<file path="config.mk">
export PLATFORM = sky130hd
export DESIGN_NAME = mem_access_flat
export DESIGN_NICKNAME = d
export VERILOG_FILES = /design/src/rtl/mem_access_if.sv /design/src/rtl/mem_access.sv /design/src/flat_wrapper.sv
export SDC_FILE = /design/constraint.sdc
export NUM_CORES = 1
export LEC_CHECK = 0
export CAP_MARGIN = 20
export CORE_AREA = 2 2 129 131
export CTS_CLUSTER_SIZE = 30
export DETAILED_ROUTE_END_ITERATION = 12
export DIE_AREA = 0 0 131 133
export GPL_ROUTABILITY_DRIVEN = 0
export PLACE_DENSITY = 0.8
export SKIP_LAST_GASP = 1
export SLEW_MARGIN = 5
export SYNTH_ARGS = -nofsm -noshare
export SYNTH_HDL_FRONTEND = slang
export SYNTH_SLANG_ARGS = --single-unit
</file>
<file path="constraint.sdc">
create_clock -name clk -period 2.2 [get_ports clk]
set_input_delay 0.66 -clock clk [delete_from_list [all_inputs] [get_ports clk]]
set_output_delay 0.66 -clock clk [all_outputs]
set_load 0.01 [all_outputs]
</file>
<file path="src/rtl/mem_access_if.sv">
// mem_access_if: word-wide req/ack memory bus between mem_access (master) and memory (slave).
// Rev 1.0
`default_nettype none

interface mem_access_if;
    logic        bus_req;
    logic        bus_we;
    logic [31:0] bus_addr;
    logic [3:0]  bus_be;
    logic [31:0] bus_wdata;
    logic [31:0] bus_rdata;
    logic        bus_ack;

    modport master (
        output bus_req, bus_we, bus_addr, bus_be, bus_wdata,
        input  bus_rdata, bus_ack
    );

    modport slave (
        input  bus_req, bus_we, bus_addr, bus_be, bus_wdata,
        output bus_rdata, bus_ack
    );
endinterface

`default_nettype wire

</file>
<file path="src/rtl/mem_access.sv">
// mem_access: multicycle-controller memory access unit (req/ack bus, byte lanes, load extension).
// Rev 1.0
`default_nettype none

module mem_access #(
    parameter int TIMEOUT = 16
) (
    input  wire logic        clk,
    input  wire logic        rst_n,
    input  wire logic        start,
    input  wire logic [1:0]  IorD,
    input  wire logic        MemWrite,
    input  wire logic        IRWrite,
    input  wire logic [5:0]  op,
    input  wire logic [31:0] pc,
    input  wire logic [31:0] alu_out,
    input  wire logic [31:0] rt_data,
    mem_access_if.master     mbus,
    output logic [31:0]      ir,
    output logic [31:0]      mdr,
    output logic             busy,
    output logic             done,
    output logic             misalign,
    output logic             bus_err
);
    localparam int         CW       = $clog2(TIMEOUT + 1);
    localparam logic [CW-1:0] CNT_LAST = CW'(TIMEOUT - 1);
    localparam logic [1:0] SZ_BYTE  = 2'd0;
    localparam logic [1:0] SZ_HALF  = 2'd1;
    localparam logic [1:0] SZ_WORD  = 2'd2;

    typedef enum logic [1:0] {IDLE = 2'd0, REQ = 2'd1, DONE = 2'd2} state_t;
    state_t state_q, state_d;

    logic [CW-1:0] cnt;
    logic [1:0]    size_q, a_q;
    logic          sext_q, fetch_q, store_q, irwrite_q;

    logic          fetch, store, sext, mis, timeout_hit;
    logic [1:0]    size, a;
    logic [31:0]   sel_addr, wdata, rd_shift, load_val;
    logic [15:0]   rd_half;
    logic [3:0]    be;

    // Access decode from the live inputs; only used on the IDLE start edge.
    always_comb begin
        fetch    = (IorD == 2'b00);
        store    = !fetch && MemWrite;
        sel_addr = fetch ? pc : alu_out;
        a        = sel_addr[1:0];
        size     = SZ_WORD;
        sext     = 1'b0;
        if (!fetch) begin
            case (op)
                6'b100000:            begin size = SZ_BYTE; sext = 1'b1; end
                6'b100100, 6'b101000:       size = SZ_BYTE;
                6'b100001:            begin size = SZ_HALF; sext = 1'b1; end
                6'b100101, 6'b101001:       size = SZ_HALF;
                default:                    size = SZ_WORD;
            endcase
        end
        mis = ((size == SZ_WORD) && (a != 2'b00)) || ((size == SZ_HALF) && a[0]);
        case (size)
            SZ_BYTE: begin be = 4'b0001 << a;                  wdata = {4{rt_data[7:0]}};  end
            SZ_HALF: begin be = a[1] ? 4'b1100 : 4'b0011;      wdata = {2{rt_data[15:0]}}; end
            default: begin be = 4'b1111;                       wdata = rt_data;            end
        endcase
        if (!store) be = 4'b1111;
    end

    always_comb begin
        rd_shift = mbus.bus_rdata >> {a_q, 3'b000};
        rd_half  = a_q[1] ? mbus.bus_rdata[31:16] : mbus.bus_rdata[15:0];
        case (size_q)
            SZ_BYTE: load_val = {{24{sext_q & rd_shift[7]}}, rd_shift[7:0]};
            SZ_HALF: load_val = {{16{sext_q & rd_half[15]}}, rd_half};
            default: load_val = mbus.bus_rdata;
        endcase
    end

    always_ff @(posedge clk or negedge rst_n) begin
        if (!rst_n) state_q <= IDLE;
        else        state_q <= state_d;
    end

    always_comb begin
        state_d     = state_q;
        timeout_hit = 1'b0;
        case (state_q)
            IDLE: if (start) state_d = mis ? DONE : REQ;
            REQ: begin
                if (mbus.bus_ack) begin
                    state_d = DONE;
                end else if (cnt == CNT_LAST) begin
                    state_d     = DONE;
                    timeout_hit = 1'b1;
                end
            end
            DONE:    state_d = IDLE;
            default: state_d = IDLE;
        endcase
    end

    assign busy = (state_q != IDLE);
    assign done = (state_q == DONE);

    always_ff @(posedge clk or negedge rst_n) begin
        if (!rst_n) begin
            mbus.bus_req   <= 1'b0;
            mbus.bus_we    <= 1'b0;
            mbus.bus_addr  <= '0;
            mbus.bus_be    <= '0;
            mbus.bus_wdata <= '0;
            cnt            <= '0;
            size_q         <= SZ_WORD;
            a_q            <= 2'b00;
            sext_q         <= 1'b0;
            fetch_q        <= 1'b0;
            store_q        <= 1'b0;
            irwrite_q      <= 1'b0;
            ir             <= '0;
            mdr            <= '0;
            misalign       <= 1'b0;
            bus_err        <= 1'b0;
        end else begin
            misalign <= 1'b0;
            bus_err  <= 1'b0;
            case (state_q)
                IDLE: begin
                    if (start) begin
                        size_q    <= size;
                        a_q       <= a;
                        sext_q    <= sext;
                        fetch_q   <= fetch;
                        store_q   <= store;
                        irwrite_q <= IRWrite;
                        if (mis) begin
                            misalign <= 1'b1;
                        end else begin
                            mbus.bus_req   <= 1'b1;
                            mbus.bus_we    <= store;
                            mbus.bus_addr  <= {sel_addr[31:2], 2'b00};
                            mbus.bus_be    <= be;
                            mbus.bus_wdata <= wdata;
                            cnt            <= '0;
                        end
                    end
                end
                REQ: begin
                    if (mbus.bus_ack) begin
                        mbus.bus_req <= 1'b0;
                        mbus.bus_we  <= 1'b0;
                        if (fetch_q && irwrite_q)  ir  <= mbus.bus_rdata;
                        if (!fetch_q && !store_q)  mdr <= load_val;
                    end else begin
                        cnt <= cnt + 1'b1;
                        if (timeout_hit) begin
                            mbus.bus_req <= 1'b0;
                            mbus.bus_we  <= 1'b0;
                            bus_err      <= 1'b1;
                        end
                    end
                end
                default: ;
            endcase
        end
    end
endmodule

`default_nettype wire

</file>
<file path="src/flat_wrapper.sv">
// flat-port wrapper written by rule: the top's interface ports become plain ports
module mem_access_flat 
#(
    parameter int TIMEOUT = 16
)
  (clk, rst_n, start, IorD, MemWrite, IRWrite, op, pc, alu_out, rt_data, ir, mdr, busy, done, misalign, bus_err, mbus_bus_req, mbus_bus_we, mbus_bus_addr, mbus_bus_be, mbus_bus_wdata, mbus_bus_rdata, mbus_bus_ack);
  mem_access_if mbus_i ();
  input  wire logic clk;
  input  wire logic rst_n;
  input  wire logic start;
  input  wire logic [1:0] IorD;
  input  wire logic MemWrite;
  input  wire logic IRWrite;
  input  wire logic [5:0] op;
  input  wire logic [31:0] pc;
  input  wire logic [31:0] alu_out;
  input  wire logic [31:0] rt_data;
  output logic [31:0] ir;
  output logic [31:0] mdr;
  output logic busy;
  output logic done;
  output logic misalign;
  output logic bus_err;
  output wire logic [$bits(mbus_i.bus_req)-1:0] mbus_bus_req;
  output wire logic [$bits(mbus_i.bus_we)-1:0] mbus_bus_we;
  output wire logic [$bits(mbus_i.bus_addr)-1:0] mbus_bus_addr;
  output wire logic [$bits(mbus_i.bus_be)-1:0] mbus_bus_be;
  output wire logic [$bits(mbus_i.bus_wdata)-1:0] mbus_bus_wdata;
  input wire logic [$bits(mbus_i.bus_rdata)-1:0] mbus_bus_rdata;
  input wire logic [$bits(mbus_i.bus_ack)-1:0] mbus_bus_ack;
  assign mbus_bus_req = mbus_i.bus_req;
  assign mbus_bus_we = mbus_i.bus_we;
  assign mbus_bus_addr = mbus_i.bus_addr;
  assign mbus_bus_be = mbus_i.bus_be;
  assign mbus_bus_wdata = mbus_i.bus_wdata;
  assign mbus_i.bus_rdata = mbus_bus_rdata;
  assign mbus_i.bus_ack = mbus_bus_ack;
  mem_access #(.TIMEOUT(TIMEOUT)) u_core (.clk(clk), .rst_n(rst_n), .start(start), .IorD(IorD), .MemWrite(MemWrite), .IRWrite(IRWrite), .op(op), .pc(pc), .alu_out(alu_out), .rt_data(rt_data), .mbus(mbus_i), .ir(ir), .mdr(mdr), .busy(busy), .done(done), .misalign(misalign), .bus_err(bus_err));
endmodule
</file>
Yosys cells after proc, flatten, opt, wreduce, memory -nomap -nowiden. Cells that the tools add are included.

Add/sub/neg operators: 1. Equal/unequal tests: 17. Shift operators: 2. Multiplexer cells: 37. Bitwise logic cells: 3. Reductions and logical operators: 26.

Operators with widths (count): 32-bit case mux with 2 select lines (2); 6-bit equality test, second input constant (6); 32-bit two-way mux (1); 32-bit by 5-bit right shift with 8-bit output (1); 1-bit two-way mux (17); 16-bit two-way mux (1); 5-bit two-way mux (3); 2-bit two-way mux (5); 5-bit case mux with 2 select lines (1); 3-bit AND reduction (3); 2-bit logical NOT (4); 4-bit two-way mux (2); 2-bit case mux with 2 select lines (2); 4-bit case mux with 2 select lines (1); 4-bit AND reduction (2); 2-bit by 1-bit equality test with 1-bit output, second input constant (3); 2-bit != test, second input constant (3); 3-bit by 2-bit != test with 1-bit output, second input constant (2); 2-bit nonzero test (3); 3-bit OR reduction (2); 5-bit by 1-bit adder with 5-bit output, second input constant (1); 5-bit by 4-bit equality test with 1-bit output, second input constant (1); 1-bit logical AND (5); 2-bit equality test, second input constant (2); 8 further kinds (13).

Bits in registers: 149. Input port bits: 142. Word-level logic and storage cells: 103.

Longest topological paths before layout.
Word-level depth: 10. Gate-level depth with buffers: 8. Gate-level depth less buffers: 7.

Worst setup path after synthesis. OpenSTA, ideal clock, no wires.

Path type: input-to-reg. Start point: input IorD[1]. End point: register u_core.mbus.bus_addr[30]. Setup time: 130 ps. Arrival time: 1975 ps. Data required time: 2070 ps. Slack: 95 ps. Cell stages on the path: 6. Cell sequence: nor2_2 -> mux2_4 -> a221oi_2 -> buf_4 -> buf_2 -> a31oi_1.

Cells in the longest elaborated chain, start to end: 7. Elaborated cells between the ends (all ways): 11.

RTL lines: from (decl) (line flat_wrapper.sv:11) `input wire logic [1:0] IorD;`; 2-bit logical NOT * (line mem_access.sv:47) `fetch = (IorD == 2'b00);`; 2-bit two-way mux or 32-bit two-way mux (tied branches) (line mem_access.sv:53, mem_access.sv:49); 2-bit equality test, or another cell as far along (line mem_access.sv:62) `mis = ((size == SZ_WORD) && (a != 2'b00)) || ((size == SZ_HALF) && a[0]);`; 1-bit logical AND (line mem_access.sv:62); 1-bit logical OR (line mem_access.sv:62); 1-bit inverter (no line); 3-bit AND reduction (no line); to (signal assigned) (line mem_access.sv:142) `mbus.bus_addr <= {sel_addr[31:2], 2'b00};`; to (decl) (line mem_access_if.sv:15) `output bus_req, bus_we, bus_addr, bus_be, bus_wdata,`.

Every way passes the cells marked *; elsewhere a longest branch is shown, timed or not. A chain may end at the register's enable or synchronous reset.

Worst setup path after layout.
Start point: input op[3]. End point: register u_core.mbus.bus_addr[24].

Cells in the longest elaborated chain, start to end: 9. Elaborated cells between the ends (all ways): 17.

RTL lines: from (decl) (line flat_wrapper.sv:14) `input wire logic [5:0] op;`; 6-bit equality test (line mem_access.sv:54) `case (op)`; 3-bit OR reduction (no line); 2-bit case mux with 2 select lines * (line mem_access.sv:54); 2-bit two-way mux * (line mem_access.sv:53) `if (!fetch) begin`; 2-bit equality test or 2-bit by 1-bit equality test with 1-bit output (tied branches) (line mem_access.sv:62); 1-bit logical AND (line mem_access.sv:62); 1-bit logical OR * (line mem_access.sv:62); 1-bit inverter (no line) *; 3-bit AND reduction (no line) *.

Marks and branches as above.

==> impl_metrics.json <==
{
  "outcome": "complete, no violations",
  "async_reset_ff_share_pct": 100,
  "die_x_um": 131,
  "ant_nets": 0,
  "layout_commonest_cell": "clkdlybuf4s50_1",
  "worstHoldPathType": "primary input to async pin",
  "min_period_ns": 2.14,
  "fmax_mhz": 468,
  "ys.flop_type": "dfrtp_1",
  "ir_drop_uv": 605,
  "synthTopCellsByArea": "dfrtp_1 (53%), nand2_1 (9.7%), mux2_2 (5.7%)",
  "drc": 0,
  "cap_viol_max_count": 0,
  "wirelength_um": 22600,
  "final_cell_mix": "clkdlybuf4s50_1 (272), nand2_1 (180), dfrtp_1 (147), nor2_1 (67), buf_4 (48)",
  "cp.required_ns": 2.53,
  "routed_via_density": 5.23,
  "syn_inst": 721,
  "post-dp-hpwl_um": 16500,
  "clk_pin_slew_ns": 0.06,
  "crit_buf_inv": 3,
  "port_buffers": 277,
  "coreArea_sq_um": 16200,
  "antenna_found_initial": 0,
  "std_cell_rows": 47,
  "insertion_delay_ns": 0.42,
  "stdcell_area_sq_um": 11100,
  "drt_first_pass_iters": 5,
  "yosysUniqueCellTypes": 50,
  "fillers": 1288,
  "num_vias": 6615,
  "grt_pass1_wl_um": 34300,
  "start_util_pct": 43.0,
  "ys_warn_count": 0,
  "critPathMaxFanout": 8,
  "n_antenna_cell": 0,
  "fin_util_pct": 68.5,
  "synth_top_cell_by_area": "dfrtp_1",
  "fin_skew_ns": 0.00824,
  "yosysTopAreaCellShare_pct": 53.2,
  "setup_viol": 0,
  "path_cells": "clkdlybuf4s50_1 -> a21oi_2 -> nand4b_2 -> a221oi_4 -> buf_6 -> clkbuf_16 -> nor2_1 -> a31oi_1",
  "crit_type": "primary input to flip-flop",
  "grt_max_degree": 43,
  "synth_area_sq_um": 6960,
  "clockBufferDepth": 2,
  "drtIter0Drc": 488,
  "place_ws_ns": -0.523,
  "ys_ff_latch": 149,
  "grt_usage_pct": 25.9,
  "synth.avg_cell_area_sq_um": 9.65,
  "yosysSeqAreaShare_pct": 53.6,
  "cp_top_family": "buffers and inverters",
  "dpl_cell_area_sq_um": 10300,
  "end_kind": "flip-flop",
  "areaGrowthSynthToFinish_pct": 59.2,
  "p_per_area_nw_per_um2": 1060,
  "synth-edff-count": 0,
  "finalHoldViolations": 0,
  "finalCritPeriodShare_pct": 97.1,
  "setup_ws_ns": 0.0631,
  "clock-root-buffer": "clkbuf_16",
  "clkSinkCount": 149,
  "p_leak_nw": 4.96,
  "rsz0062_at_grt": "no",
  "numCtsBuffers": 17,
  "setup_tns_ns": 0,
  "slowest_delay_ns": 0.44,
  "dieArea_sq_um": 17400,
  "io_pins": 280,
  "slew_viol_final": 0,
  "arrival_ns": 2.47,
  "drive_gt1_share_pct": 14.4,
  "nets": 1177,
  "die_h_um": 133,
  "h-tree-depth": 4,
  "startpoint_type": "primary input",
  "first_global_vias": 6687,
  "grt-ovfl-total": 0,
  "wl_per_cell_um": 17.9,
  "cts_tree": "yes",
  "slowest_stage": "clkdlybuf4s50_1"
}
[per-layer routing]
layer  track usage (%)  part of all wire (%)  vias to the layer above
met2              43.6                    51                      295
met4              9.52                   2.5                        0
met3              9.46                   9.1                       40
met1              29.9                    38                     3176
met5                 0                     0                        -
li1                  -                     -                     3104
[area by class of cell]
type	count	area (sq um)	area share, %
clock buffers	20	457	4.13
well taps	220	275	2.49
flip-flops and latches	149	3730	33.7
clock inverters	12	120	1.08
repair buffers	343	3480	31.5
multi-input cells	507	2950	26.6
inverters	15	56.3	0.509
[Yosys cell counts (all sizes together) (2+ instances only)]
library cell	instances
a21oi	41
inv	15
nand3b	2
nand3	2
a21o	9
nor2	70
o22ai	10
and3	2
a31oi	40
o21ai	41
o211ai	2
a22o	2
nand2	180
a221oi	9
ha	2
clkbuf	20
a22oi	8
nand2b	4
nor3b	2
dfrtp	148
and2	2
buf	31
nor2b	2
mux2i	27
mux2	36
[worst paths after layout]
kind                                               startpoint                                    to  slack, ns  depth (start not counted)
worst max register to register  u_core.state_q[0]$_DFFE_PN0P_  u_core.mbus.bus_addr[24]$_DFFE_PN0P_       0.39                          8
max in group asynchronous                               rst_n         u_core.state_q[0]$_DFFE_PN0P_       1.43                          2
worst min-delay path                                    rst_n            u_core.mdr[14]$_DFFE_PN0P_       0.16                          1
worst min register to register      u_core.mdr[7]$_DFFE_PN0P_             u_core.mdr[7]$_DFFE_PN0P_       0.48                          2
worst max-delay path                                    op[3]  u_core.mbus.bus_addr[24]$_DFFE_PN0P_       0.06                          8
min in group clk                    u_core.mdr[7]$_DFFE_PN0P_             u_core.mdr[7]$_DFFE_PN0P_       0.48                          2
[flip-flops by register name, summed over array words and instances (netlist names), 2 cells and up]
name	count
u_core.size_q	2
u_core.state_q	2
u_core.mbus.bus_be	4
u_core.a_q	2
u_core.mbus.bus_wdata	32
u_core.mdr	32
u_core.mbus.bus_addr	30
u_core.ir	32
u_core.cnt	5
[report_power, final]
group	switching (mW)	internal [mW]	leakage (nW)	total, mW
combinational	2.00	2.58	2.84	4.58
sequential	0.576	3.70	1.86	4.28
clock	1.20	1.63	0.260	2.83
total	3.77	7.92	4.96	11.7
[what timing repair did]
action,CTS,global route
gates resized for setup,6,10
hold buffers,0,0
setup endpoints to repair,23,44
buffers inserted,1,0
gates cloned,1,4
pin swaps,1,0
[worst reg2reg max path, stage by stage (launching register included)]
cell	delay (ns)
dfrtp_2	0.45
nor2_1	0.15
buf_4	0.14
nand2_1	0.15
a221oi_4	0.23
buf_6	0.23
clkbuf_16	0.19
nor2_1	0.04
a31oi_1	0.16
[logic make-up after synthesis]
family,share of synthesized area [%]
DFF,53.6
AOI/OAI and AO/OA,15.3
buffers and inverters,4.62
adders and majority gates,0.360
and+or+nand+nor,15.9
other,0.0539
muxes,10.1
[through the flow]
| stage | hold WS, ns | power, mW | cells |
|---|---|---|---|
| global route | 0.180 | 12.3 | 1266 |
| finish | 0.159 | 11.7 | 1266 |
| CTS | 0.172 | 11.7 | 1262 |
| global placement | 0.459 | 8.73 | 1228 |
| floorplan | 0.364 | 6.04 | 722 |
| detailed placement | 0.467 | 8.84 | 1228 |
Note: power is estimated with default switching activity, not from simulation.
